File: src/rtl/sprite_engine_if.sv
// Pixel/bus bundle between VGA timing, sprite_engine, the sprite ROM and the layer mixer.
// mirror_x exists only when SPRITE_MIRROR_EN is defined.
interface sprite_engine_if #(
    parameter int X_BITS    = 10,
    parameter int Y_BITS    = 9,
    parameter int ADDR_BITS = 13,
    parameter int FI_BITS   = 2
);
    logic                 frame_strobe;
    logic [X_BITS-1:0]    origin_x;
    logic [Y_BITS-1:0]    origin_y;
    logic                 visible;
    logic                 anim_en;
`ifdef SPRITE_MIRROR_EN
    logic                 mirror_x;
`endif
    logic [X_BITS-1:0]    raster_x;
    logic [Y_BITS-1:0]    raster_y;
    logic [ADDR_BITS-1:0] rom_addr;
    logic [11:0]          rom_data;
    logic [3:0]           red;
    logic [3:0]           grn;
    logic [3:0]           blu;
    logic                 valid;
    logic [FI_BITS-1:0]   frame_idx;

    modport master (
        output frame_strobe, origin_x, origin_y, visible, anim_en,
`ifdef SPRITE_MIRROR_EN
        output mirror_x,
`endif
        output raster_x, raster_y, rom_data,
        input  rom_addr, red, grn, blu, valid, frame_idx
    );

    modport slave (
        input  frame_strobe, origin_x, origin_y, visible, anim_en,
`ifdef SPRITE_MIRROR_EN
        input  mirror_x,
`endif
        input  raster_x, raster_y, rom_data,
        output rom_addr, red, grn, blu, valid, frame_idx
    );
endinterface

File: src/rtl/sprite_engine.sv
// Pipelined, animated sprite renderer: coverage test, ROM address generation, colour-key transparency.
// Define SPRITE_MIRROR_EN to add horizontal mirroring (mirror_x, latched with the origin).
module sprite_engine #(
    parameter int          SPRITE_WID  = 40,
    parameter int          SPRITE_HGT  = 40,
    parameter int          X_BITS      = 10,
    parameter int          Y_BITS      = 9,
    parameter int          NUM_FRAMES  = 4,
    parameter int          FRAME_TICKS = 8,
    parameter int          ADDR_BITS   = 13,
    parameter logic [11:0] TRANSP_KEY  = 12'h000,
    localparam int         FI_BITS     = (NUM_FRAMES > 1) ? $clog2(NUM_FRAMES) : 1
) (
    input logic           clk_i,
    input logic           rst_i,
    sprite_engine_if.slave spr
);
    localparam int                   TICK_BITS  = (FRAME_TICKS > 1) ? $clog2(FRAME_TICKS) : 1;
    localparam logic [TICK_BITS-1:0] TICK_LAST  = TICK_BITS'(FRAME_TICKS - 1);
    localparam logic [FI_BITS-1:0]   FRAME_LAST = FI_BITS'(NUM_FRAMES - 1);
    localparam logic [ADDR_BITS-1:0] FRAME_SIZE = ADDR_BITS'(SPRITE_WID * SPRITE_HGT);
    localparam logic [ADDR_BITS-1:0] WID_A      = ADDR_BITS'(SPRITE_WID);
    localparam logic [X_BITS:0]      WID_X      = (X_BITS + 1)'(SPRITE_WID);
    localparam logic [Y_BITS:0]      HGT_Y      = (Y_BITS + 1)'(SPRITE_HGT);
`ifdef SPRITE_MIRROR_EN
    localparam logic [X_BITS-1:0]    WID_M1     = X_BITS'(SPRITE_WID - 1);
`endif

    logic [X_BITS-1:0]    sx_q, sx_d;
    logic [Y_BITS-1:0]    sy_q, sy_d;
    logic                 vis_q, vis_d;
`ifdef SPRITE_MIRROR_EN
    logic                 mirror_q, mirror_d;
`endif
    logic [TICK_BITS-1:0] tick_q, tick_d;
    logic [FI_BITS-1:0]   frame_q, frame_d;
    logic [ADDR_BITS-1:0] addr_q, addr_d;
    logic                 hit0_q, hit0_d;
    logic [11:0]          rgb_q, rgb_d;
    logic                 valid_q, valid_d;

    logic [X_BITS:0]      rx_ext, sx_ext, x_end;
    logic [Y_BITS:0]      ry_ext, sy_ext, y_end;
    logic                 in_rect;
    logic [X_BITS-1:0]    lx, col;
    logic [Y_BITS-1:0]    ly;
    logic [ADDR_BITS-1:0] addr_calc;

    // Shadow origin/enable and animation only move on the vertical-blank strobe.
    always_comb begin
        sx_d    = sx_q;
        sy_d    = sy_q;
        vis_d   = vis_q;
`ifdef SPRITE_MIRROR_EN
        mirror_d = mirror_q;
`endif
        tick_d  = tick_q;
        frame_d = frame_q;
        if (spr.frame_strobe) begin
            sx_d  = spr.origin_x;
            sy_d  = spr.origin_y;
            vis_d = spr.visible;
`ifdef SPRITE_MIRROR_EN
            mirror_d = spr.mirror_x;
`endif
            if (spr.anim_en) begin
                if (tick_q == TICK_LAST) begin
                    tick_d  = '0;
                    frame_d = (frame_q == FRAME_LAST) ? '0 : frame_q + 1'b1;
                end else begin
                    tick_d = tick_q + 1'b1;
                end
            end
        end
    end

    // Bounds carry one extra bit so a sprite hanging off the right/bottom edge never wraps to 0.
    always_comb begin
        rx_ext  = {1'b0, spr.raster_x};
        sx_ext  = {1'b0, sx_q};
        x_end   = sx_ext + WID_X;
        ry_ext  = {1'b0, spr.raster_y};
        sy_ext  = {1'b0, sy_q};
        y_end   = sy_ext + HGT_Y;
        in_rect = (rx_ext >= sx_ext) && (rx_ext < x_end) &&
                  (ry_ext >= sy_ext) && (ry_ext < y_end);
        lx      = spr.raster_x - sx_q;
        ly      = spr.raster_y - sy_q;
`ifdef SPRITE_MIRROR_EN
        col     = mirror_q ? (WID_M1 - lx) : lx;
`else
        col     = lx;
`endif
        addr_calc = ADDR_BITS'(frame_q) * FRAME_SIZE
                  + ADDR_BITS'(ly) * WID_A
                  + ADDR_BITS'(col);
        addr_d  = in_rect ? addr_calc : addr_q;
        hit0_d  = in_rect & vis_q;
    end

    // ROM data for the address registered last cycle is present now, so hit0_q is its aligned flag.
    always_comb begin
        rgb_d   = hit0_q ? spr.rom_data : 12'h000;
        valid_d = hit0_q && (spr.rom_data != TRANSP_KEY);
    end

    always_ff @(posedge clk_i) begin
        if (rst_i) begin
            sx_q     <= '0;
            sy_q     <= '0;
            vis_q    <= 1'b0;
`ifdef SPRITE_MIRROR_EN
            mirror_q <= 1'b0;
`endif
            tick_q   <= '0;
            frame_q  <= '0;
            addr_q   <= '0;
            hit0_q   <= 1'b0;
            rgb_q    <= '0;
            valid_q  <= 1'b0;
        end else begin
            sx_q     <= sx_d;
            sy_q     <= sy_d;
            vis_q    <= vis_d;
`ifdef SPRITE_MIRROR_EN
            mirror_q <= mirror_d;
`endif
            tick_q   <= tick_d;
            frame_q  <= frame_d;
            addr_q   <= addr_d;
            hit0_q   <= hit0_d;
            rgb_q    <= rgb_d;
            valid_q  <= valid_d;
        end
    end

    assign spr.rom_addr  = addr_q;
    assign spr.red       = rgb_q[11:8];
    assign spr.grn       = rgb_q[7:4];
    assign spr.blu       = rgb_q[3:0];
    assign spr.valid     = valid_q;
    assign spr.frame_idx = frame_q;
endmodule

File: src/flat_wrapper.sv
// flat-port wrapper written by rule: the top's interface ports become plain ports
module sprite_engine_flat 
#(
    parameter int          SPRITE_WID  = 40,
    parameter int          SPRITE_HGT  = 40,
    parameter int          X_BITS      = 10,
    parameter int          Y_BITS      = 9,
    parameter int          NUM_FRAMES  = 4,
    parameter int          FRAME_TICKS = 8,
    parameter int          ADDR_BITS   = 13,
    parameter logic [11:0] TRANSP_KEY  = 12'h000,
    localparam int         FI_BITS     = (NUM_FRAMES > 1) ? $clog2(NUM_FRAMES) : 1
)
  (clk_i, rst_i, spr_frame_strobe, spr_origin_x, spr_origin_y, spr_visible, spr_anim_en, spr_raster_x, spr_raster_y, spr_rom_data, spr_rom_addr, spr_red, spr_grn, spr_blu, spr_valid, spr_frame_idx);
  sprite_engine_if #(.X_BITS(X_BITS), .Y_BITS(Y_BITS), .ADDR_BITS(ADDR_BITS), .FI_BITS(FI_BITS)) spr_i ();
  input logic clk_i;
  input logic rst_i;
  input wire logic [$bits(spr_i.frame_strobe)-1:0] spr_frame_strobe;
  input wire logic [$bits(spr_i.origin_x)-1:0] spr_origin_x;
  input wire logic [$bits(spr_i.origin_y)-1:0] spr_origin_y;
  input wire logic [$bits(spr_i.visible)-1:0] spr_visible;
  input wire logic [$bits(spr_i.anim_en)-1:0] spr_anim_en;
  input wire logic [$bits(spr_i.raster_x)-1:0] spr_raster_x;
  input wire logic [$bits(spr_i.raster_y)-1:0] spr_raster_y;
  input wire logic [$bits(spr_i.rom_data)-1:0] spr_rom_data;
  output wire logic [$bits(spr_i.rom_addr)-1:0] spr_rom_addr;
  output wire logic [$bits(spr_i.red)-1:0] spr_red;
  output wire logic [$bits(spr_i.grn)-1:0] spr_grn;
  output wire logic [$bits(spr_i.blu)-1:0] spr_blu;
  output wire logic [$bits(spr_i.valid)-1:0] spr_valid;
  output wire logic [$bits(spr_i.frame_idx)-1:0] spr_frame_idx;
  assign spr_i.frame_strobe = spr_frame_strobe;
  assign spr_i.origin_x = spr_origin_x;
  assign spr_i.origin_y = spr_origin_y;
  assign spr_i.visible = spr_visible;
  assign spr_i.anim_en = spr_anim_en;
  assign spr_i.raster_x = spr_raster_x;
  assign spr_i.raster_y = spr_raster_y;
  assign spr_i.rom_data = spr_rom_data;
  assign spr_rom_addr = spr_i.rom_addr;
  assign spr_red = spr_i.red;
  assign spr_grn = spr_i.grn;
  assign spr_blu = spr_i.blu;
  assign spr_valid = spr_i.valid;
  assign spr_frame_idx = spr_i.frame_idx;
  sprite_engine #(.SPRITE_WID(SPRITE_WID), .SPRITE_HGT(SPRITE_HGT), .X_BITS(X_BITS), .Y_BITS(Y_BITS), .NUM_FRAMES(NUM_FRAMES), .FRAME_TICKS(FRAME_TICKS), .ADDR_BITS(ADDR_BITS), .TRANSP_KEY(TRANSP_KEY)) u_core (.clk_i(clk_i), .rst_i(rst_i), .spr(spr_i));
endmodule
File: config.mk
export PLATFORM = sky130hd
export DESIGN_NAME = sprite_engine_flat
export DESIGN_NICKNAME = d
export VERILOG_FILES = /design/src/rtl/sprite_engine_if.sv /design/src/rtl/sprite_engine.sv /design/src/flat_wrapper.sv
export SDC_FILE = /design/constraint.sdc
export NUM_CORES = 1
export LEC_CHECK = 0
export ABC_AREA = 0
export BUFFER_PORTS_ARGS = -buffer_cell sky130_fd_sc_hd__buf_2
export CAP_MARGIN = 40
export CORE_UTILIZATION = 50
export CTS_CLUSTER_SIZE = 24
export DETAILED_ROUTE_END_ITERATION = 12
export GPL_ROUTABILITY_DRIVEN = 1
export GPL_TIMING_DRIVEN = 0
export PLACE_DENSITY = 0.83
export SLEW_MARGIN = 20
export SYNTH_ARGS = -nofsm -noshare
export SYNTH_HDL_FRONTEND = slang
export SYNTH_SLANG_ARGS = --single-unit
File: constraint.sdc
create_clock -name clk_i -period 5.5 [get_ports clk_i]
set_input_delay 1.1 -clock clk_i [delete_from_list [all_inputs] [get_ports clk_i]]
set_output_delay 1.1 -clock clk_i [all_outputs]
set_load 0.01 [all_outputs]
==> reports/results.ini <==
[finish]
seq_area_um2=1041
n_antenna_cell=0
fillerInstances=681
nets=668
layout_commonest_cell=buf_2
multi_input_area_um2=2764
fin_util_pct=60.24
area_growth_pct=16.53
mostFrequentLayoutCells=buf_2, ha_1, dfxtp_1, nor2_1, inv_1
drive_gt1_share_pct=19.37

[detailed_routing]
dr.pass1.iters=4
drc_errors=0
drt-initial-drc-count=156
vias_per_cell=5.488
vias=3534
wl_mm=9.440
ant_nets=0
avgRoutedWirePerCell_um=14.66

[logic_synthesis]
synth.ff_latch_count=52
ys_async_sr_fraction_pct=0
synthXorXnorAreaFrac_pct=7.179
synth.area.mux_share_pct=5.038
ys.flop_type=dfxtp_1
synth_area_um2=3974
synth-compound-area-share_pct=18.58
ys.warnings.count=0
ys_seq_area_share_pct=26.20
synth-edff-count=0
synthSimpleGateAreaFrac_pct=13.89
syn-instance-count=453
synth_top_family_by_area=adder cells
synth_nets=580
synth_fa_ha_area_share_pct=23.99
synth_cell_types=50
syn_avg_cell_area_um2=8.772

[hold_path]
hold_class=flip-flop to flip-flop

[timing]
finalSetupViolCount=0
relSlewSlack_pct=54.61
final_max_slew_viol_count=0
max_freq_mhz=187.5
worst_pin_slew_ns=0.6808
rsz0062_at_grt=no
finalClockSkew_ns=0.003705
fin_tns_setup_ns=0
period_share_pct=96.98
hold_viol_final=0
min_period_ns=5.334

[cts]
cts_made_buffers=5
post-cts-setup-buffer-count=0
cts_tree=yes
cts-hold-fix-buffers=0
clock_sinks=52
ctsLongestPathBuffers=2
h-tree-depth=2
path_clk_slew_ns=0.10
cts_root_buffer=clkbuf_8
ctsResizeCount=0
clk_latency_ns=0.31

[place]
io_buffers=81
place_hpwl_mm=7.761
place_congestion=0.8586

[power_and_ir_drop]
p_sw_uw=628.3
internal_power_uw=892.3
clockPowerShare_pct=14.9
combPwrFrac_pct=58.1
p_sw_share_pct=41.32
power_density_nw_per_um2=328.4
pwr-share-seq_pct=27.0
leakage_uw=0.002212
ir_drop_mv=0.1660

[critical_path]
slowest_stage=fa_1
slowest_delay_ns=0.45
critPathKind=input port to flip-flop
worstPathMaxFanout=4
arrival_ns=5.55
cpMostUsedCell=ha_1
path_cells=buf_2, inv_1, ha_1, inv_1, fa_1, a21o_2, a21oi_4, o21bai_1, a21oi_1, xnor2_1, ha_1, ha_1, xnor2_2, fa_1, ha_1, o21ai_0, o21bai_1, a21o_1, a21oi_1, xnor3_1, o211a_1
startpoint_type=input port
crit_path_end_kind=flip-flop
required_ns=5.71

[die]
core_area_um2=7687
dieArea_um2=8308
ios=83
fp.dieH_um=91.15
start_util_pct=51.69
die_w_um=91.15
fp-row-count=32

[global_routing]
grt_usage_pct=22.90
grt_pass1_wl_mm=15.30
overflow=0
grt_pass1_vias=3497
grt_max_degree=17
antenna_found_initial=0

[run_status]
status=finished, final reports clean

[flow_run]
maxCapViolations=0

==> per-stage QoR <==
step	cell area (um^2)	setup WS, ns	std cells	total power (uW)	hold slack [ns]
3_3_place_gp	4507	-0.1616	636	1222	0.4517
4_1_cts	4596	0.04047	644	1493	0.4770
6_report	4631	0.1661	644	1521	0.4750
2_1_floorplan	3974	0.3096	453	1062	0.4400
3_5_place_dp	4507	-0.2850	636	1264	0.4632
5_1_grt	4631	0.02485	644	1641	0.5033
==> power groups by stage <==
stage	clock network (uW)	registers (uW)	logic (uW)
2_1_floorplan	0	419	643
3_3_place_gp	0	418	804
3_5_place_dp	0	419	845
4_1_cts	232	410	851
5_1_grt	244	413	984
6_report	227	410	883
==> state kept, by name (all words and copies together) (netlist names) <==
name                  flops
u_core.vis_q              1
u_core.spr.rom_addr      13
u_core.sy_q               9
u_core.rgb_q             12
u_core.hit0_q             1
u_core.tick_q             3
u_core.spr.valid          1
u_core.sx_q              10
u_core.spr.frame_idx      2
==> cell usage after synthesis (2+ instances only) <==
| library cell | count | area (um^2) |
|---|---|---|
| and2_1 | 12 | 75.07 |
| o31a_1 | 4 | 35.03 |
| inv_1 | 41 | 153.9 |
| a311oi_1 | 3 | 26.28 |
| nor2_1 | 43 | 161.4 |
| nand4_1 | 4 | 25.02 |
| or3_1 | 4 | 25.02 |
| o211a_1 | 2 | 20.02 |
| nor3_1 | 7 | 35.03 |
| o21ai_0 | 25 | 125.1 |
| xnor2_1 | 24 | 210.2 |
| o211ai_1 | 2 | 15.01 |
| o21bai_1 | 4 | 30.03 |
| mux2i_1 | 20 | 200.2 |
| o21a_1 | 4 | 30.03 |
| ha_1 | 65 | 813.3 |
| a31oi_1 | 2 | 12.51 |
| nor2b_1 | 7 | 43.79 |
| dfxtp_1 | 52 | 1041 |
| fa_1 | 7 | 140.1 |
| a211oi_2 | 2 | 25.02 |
| nor4_1 | 4 | 25.02 |
| buf_1 | 4 | 15.01 |
| nand3_1 | 14 | 70.07 |
| nand2_1 | 13 | 48.80 |
| clkbuf_1 | 4 | 15.01 |
| a21o_1 | 8 | 60.06 |
| xor2_1 | 6 | 52.55 |
| o21ai_1 | 4 | 20.02 |
| a21oi_1 | 39 | 195.2 |
| nand2b_1 | 3 | 18.77 |
| inv_2 | 2 | 7.510 |
==> final timing paths <==
kind / slack (ns) / startpoint / endpoint / depth (start not counted)
worst min-delay path: 0.47 / u_core.tick_q[2]$_SDFFE_PP0P_ / u_core.tick_q[2]$_SDFFE_PP0P_ / 2
worst min register to register: 0.47 / u_core.tick_q[2]$_SDFFE_PP0P_ / u_core.tick_q[2]$_SDFFE_PP0P_ / 2
worst max-delay path: 0.17 / spr_raster_y[0] / u_core.spr.rom_addr[12]$_SDFFE_PP0P_ / 21
worst max register to register: 0.77 / u_core.sy_q[3]$_SDFFE_PP0P_ / u_core.spr.rom_addr[12]$_SDFFE_PP0P_ / 19
==> layout make-up <==
class	count	area share (%)
Multi-Input combinational cell	348	59.69
Sequential cell	52	22.48
Timing Repair Buffer	81	8.754
Inverter	43	3.486
Tap cell	102	2.756
Clock buffer	6	1.567
Buffer	10	0.9187
Clock inverter	2	0.3513
==> kinds of logic after synthesis <==
group	count (synthesis)
xor+xnor	31
flops	52
fa+ha+maj	72
buf+inv	53
compound gates	111
simple gates	114
mux	20
==> critical path, delay by kind of cell <==
family	cells	cell delay (ns)
AOI/OAI and AO/OA	9	1.53
xor gates and xnor gates	3	0.66
adders and majority gates	6	2.04
buffers and inverters	3	0.22
==> per-layer routing <==
layer | global-route usage (%) | vias up | wire length [um]
li1 | - | 1765 | -
met1 | 26.98 | 1643 | 4032
met2 | 42.23 | 104 | 4830
met3 | 3.015 | 22 | 354
met4 | 8.069 | 0 | 223
met5 | 0 | - | 0
No activity file was read; power rests on OpenSTA's default activity.
